## config.mk

```make
export PLATFORM = sky130hd
export DESIGN_NAME = bsg_fifo_gray_wptr_ctrl
export DESIGN_NICKNAME = d
export VERILOG_FILES = /design/src/rtl/bsg_fifo_gray_wptr_ctrl.sv
export SDC_FILE = /design/constraint.sdc
export NUM_CORES = 1
export LEC_CHECK = 0
export ABC_AREA = 1
export CAP_MARGIN = 5
export CORE_AREA = 3 3 47 49
export DETAILED_ROUTE_END_ITERATION = 10
export DIE_AREA = 0 0 50 52
export HOLD_SLACK_MARGIN = 0.05
export PLACE_DENSITY = 0.74
export SLEW_MARGIN = 10
export SYNTH_ARGS = -nofsm -noshare
export SYNTH_HDL_FRONTEND = slang
export SYNTH_HIERARCHICAL = 1
export SYNTH_SLANG_ARGS = --single-unit
```

## constraint.sdc

```tcl
create_clock -name clk_i -period 2.4 [get_ports clk_i]
set_clock_uncertainty 0.1 [all_clocks]
set_input_delay 0.48 -clock clk_i [delete_from_list [all_inputs] [get_ports clk_i]]
set_output_delay 0.48 -clock clk_i [all_outputs]
set_load 0.05 [all_outputs]
```

## src/rtl/bsg_fifo_gray_wptr_ctrl.sv

```systemverilog
// Write-side pointer controller for a dual-clock FIFO: owns the binary write pointer,
// publishes a registered gray copy, and derives occupancy/full/error from the synced read pointer.

module bsg_gray_to_binary #(
    parameter int unsigned width_p = 4
) (
    input  logic [width_p-1:0] gray_i,
    output logic [width_p-1:0] binary_o
);

    // Each binary bit is the XOR of all gray bits at or above its position.
    always_comb begin
        binary_o = '0;
        for (int i = 0; i < int'(width_p); i++) begin
            binary_o[i] = ^(gray_i >> i);
        end
    end

endmodule

module bsg_fifo_gray_wptr_ctrl #(
    parameter int unsigned lg_size_p    = 3,
    parameter bit          err_sticky_p = 1'b1
) (
    input  logic                 clk_i,
    input  logic                 reset_n_i,
    input  logic                 clear_i,
    input  logic                 v_i,
    output logic                 ready_o,
    output logic                 w_v_o,
    output logic [lg_size_p-1:0] w_addr_o,
    output logic [lg_size_p:0]   wptr_gray_o,
    input  logic [lg_size_p:0]   rptr_gray_i,
    output logic [lg_size_p:0]   count_o,
    output logic                 full_o,
    output logic                 err_o
);

    localparam int unsigned ptr_w   = lg_size_p + 1;
    localparam int unsigned depth_lp = 1 << lg_size_p;

    logic [ptr_w-1:0] wptr_bin_r;
    logic [ptr_w-1:0] wptr_gray_r;
    logic [ptr_w-1:0] wptr_bin_n;
    logic [ptr_w-1:0] rptr_bin;
    logic [ptr_w-1:0] count;
    logic             err_r;
    logic             err_cond;
    logic             err_n;

    bsg_gray_to_binary #(
        .width_p (ptr_w)
    ) u_rptr_g2b (
        .gray_i   (rptr_gray_i),
        .binary_o (rptr_bin)
    );

    // Occupancy relies on the extra wrap bit; anything above depth means the read side overran.
    assign count    = wptr_bin_r - rptr_bin;
    assign full_o   = (count == ptr_w'(depth_lp));
    assign err_cond = (count > ptr_w'(depth_lp));
    assign count_o  = count;

    assign ready_o    = reset_n_i & ~full_o & ~err_cond;
    assign w_v_o      = v_i & ready_o & ~clear_i;
    assign w_addr_o   = wptr_bin_r[lg_size_p-1:0];
    assign wptr_bin_n = wptr_bin_r + ptr_w'(1);

    assign err_n = err_sticky_p ? (err_r | err_cond) : err_cond;

    // Pointer and error state; clear overrides any concurrent enqueue.
    always_ff @(posedge clk_i or negedge reset_n_i) begin
        if (!reset_n_i) begin
            wptr_bin_r  <= '0;
            wptr_gray_r <= '0;
            err_r       <= 1'b0;
        end else if (clear_i) begin
            wptr_bin_r  <= '0;
            wptr_gray_r <= '0;
            err_r       <= 1'b0;
        end else begin
            if (w_v_o) begin
                wptr_bin_r  <= wptr_bin_n;
                wptr_gray_r <= wptr_bin_n ^ (wptr_bin_n >> 1);
            end
            err_r <= err_n;
        end
    end

    assign wptr_gray_o = wptr_gray_r;
    assign err_o       = err_r;

endmodule
```

==> metrics.txt <==
register area share after synthesis 0.278; post-route clock period utilization 1.09; Pre-antenna DRT Iters 5; layout cell share with drive strength beyond 1 0.542; Crit path arrival time 2.03 ns; dpl ws -0.817 ns; number of global-route vias before repair 799; Critical R2R Capture err_o; Max Fanout on Critical Path 4; Final Cell Area 1430 um^2; clock tree buffer depth 2; failing checks negative setup slack; clock power share 0.083; core box area 1900 um^2; GRT overflow 0; DR iter-0 viols 16; TritonCTS Sinks 8; Die Area 2600 um^2; Switching Share 0.484; Crit path buffers/inverters 3; post-place instance area 1200 um^2; R2R depth 13; max-slew violation count 0; ant diodes 0; combinational fraction of design power 0.769; Die Y 52 um; # setup viols final 6; # IOs 23; Cell Pwr Density 882 nW/um^2; first-pass GRT wire length 3620 um; dpl hpwl 1590 um; H-tree levels 1; Synth top area share 0.278; status finished with violations; Seq. cell area 203 um^2; max incr delay on CP 0.56 ns; crit-path cells buf_12, inv_12, nand2_4, nand2_4, nand2_2, nand2_2, ha_4, fa_2, nand3_2, nor2_4, buf_12; antenna violations before repair 0; P_leak 0.000708 uW; Yosys Warn Count 6; CTS tree built; pin count of the biggest net entering global routing 9; Vias 896; final count of hold timing violations 0; WP depth 11; Worst-Skew Late Latency 0.25 ns; Num CTS Buffers 3; P&R area growth vs syn 99.0%; Syn Nets 123; RSZ-0062 raised after global routing true; routed len/inst 14.8 um; Net Switching 611 uW; CP max-delay cell fa_2; Mapped Cells 110; Critical Path RT 1.82 ns; setup ws final -0.209 ns; fin crit period 2.61 ns; final wirelength 2660 um; Overall Global Routing Usage 0.184; area of the multi-input gates 598 um^2; cell taking the most area after synthesis dfrtp_1; WS Path Type in2out; Die W 50 um; Worst Max-Slew Pin Slew 0.511 ns; Post-Syn Area 719 um^2; Reg clk slew, reported paths 0.05 ns; port buffer count 22; Starting Density 0.378; dominant cells by area after synthesis dfrtp_1 (28%), nand2_1 (20%), inv_1 (9.9%); #FFs+latches synth 8; average size of a mapped cell 6.54 um^2; Routed Antenna Nets 0; Max Freq 383 MHz; Rel. slew slack 0.658; clock root buffer clkbuf_4; vias per std cell 4.98; reg2reg start wptr_bin_r[0]; max cap viols 0; Fillers 111; Critical Path Start Type primary input; Worst R2R Setup Slack 0.37 ns; gp weighted congestion 0.830; crit end category primary output; DRC violations left 0; Max IR drop VDD 515 uV; row count 16; Pint 651 uW; CP delay by family, top adder cells; Reg power frac 0.148; Yosys cell types 17; Final nets 168; Hold Path Class in2async
final cells by class:
| class | count | area share |
|---|---|---|
| flip-flops and latches | 8 | 0.142 |
| well taps | 27 | 0.0236 |
| repair buffers | 42 | 0.328 |
| clock buffers | 3 | 0.0157 |
| multi-input cells | 79 | 0.418 |
| inverters | 21 | 0.0734 |
state kept, by name, summed over array words and instances, names as in the netlist:
name         cells
err_o            1
wptr_gray_o      3
wptr_bin_r       4
timing repair:
action                                  4_1_cts  5_1_grt
pin swaps                                    21       16
hold buffers                                  0        0
endpoints found under the setup margin       15        6
setup buffers                                 4        4
gates resized for setup                      41       25
Yosys cell counts (all sizes together):
cell type	instances
nand2	45
inv	21
nand3	13
dfrtp	8
nor2	8
a21oi	4
ha	4
xnor2	2
buf	1
clkbuf	1
fa	1
nand4	1
xor2	1
layout by cell type, fill, tap and decap left out, drive strengths merged:
| master | Yosys | routed |
|---|---|---|
| a21oi | 4 | 4 |
| buf | 1 | 31 |
| clkbuf | 1 | 3 |
| clkdlybuf4s50 | 0 | 11 |
| clkinvlp | 0 | 1 |
| dfrtp | 8 | 8 |
| fa | 1 | 1 |
| ha | 4 | 4 |
| inv | 21 | 20 |
| nand2 | 45 | 45 |
| nand3 | 13 | 13 |
| nand4 | 1 | 1 |
| nor2 | 8 | 8 |
| xnor2 | 2 | 2 |
| xor2 | 1 | 1 |
power groups by stage:
stage / Clock [uW] / Sequential [uW] / Combinational, uW
finish: 105 / 187 / 971
detailed placement: 0 / 184 / 791
CTS: 107 / 184 / 858
global placement: 0 / 182 / 768
global route: 115 / 189 / 1020
floorplan: 0 / 282 / 350
how the worst max path moves through the flow:
stage,start,end
after floorplan,rptr_gray_i[3],ready_o
after global placement,rptr_gray_i[3],full_o
after detailed placement,rptr_gray_i[2],full_o
after CTS,rptr_gray_i[3],full_o
after global routing,rptr_gray_i[3],full_o
final,rptr_gray_i[3],full_o
metrics by stage:
step | util | instances | power [uW] | setup TNS [ns] | hold slack [ns]
after global placement | 0.630 | 170 | 950 | -6.21 | 0.396
final | 0.753 | 180 | 1260 | -0.808 | 0.363
after detailed placement | 0.630 | 170 | 975 | -7.59 | 0.406
after global routing | 0.753 | 180 | 1320 | -1.07 | 0.367
after floorplan | - | 110 | 632 | -0.242 | 0.0844
after CTS | 0.698 | 177 | 1150 | -0.935 | 0.352
worst reg2reg max path, delay by kind of cell (launching register included):
kind / cells / cell delay (ns)
buf+inv: 7 / 0.84
flops: 1 / 0.39
simple gates: 4 / 0.36
fa+ha+maj: 1 / 0.16
compound gates: 1 / 0.06
metal layers:
layer | GRT usage | up-vias | routed length (um)
met5 | 0 | - | 0
met4 | 0.0507 | 0 | 87
met3 | 0.0544 | 10 | 120
met2 | 0.322 | 39 | 1410
met1 | 0.217 | 426 | 1040
li1 | - | 421 | -
cell families (layout without fill, tap and decap cells):
kind of cell             Yosys count  after routing  synth area share
AO/OA/AOI/OAI                      4              4            0.0278
XOR/XNOR                           3              3            0.0365
adder cells (fa/ha/maj)            5              5            0.0974
buffers and inverters             23             66             0.139
flip-flops                         8              8             0.278
AND/OR/NAND/NOR                   67             67             0.421
No activity file was read; power rests on OpenSTA's default activity.
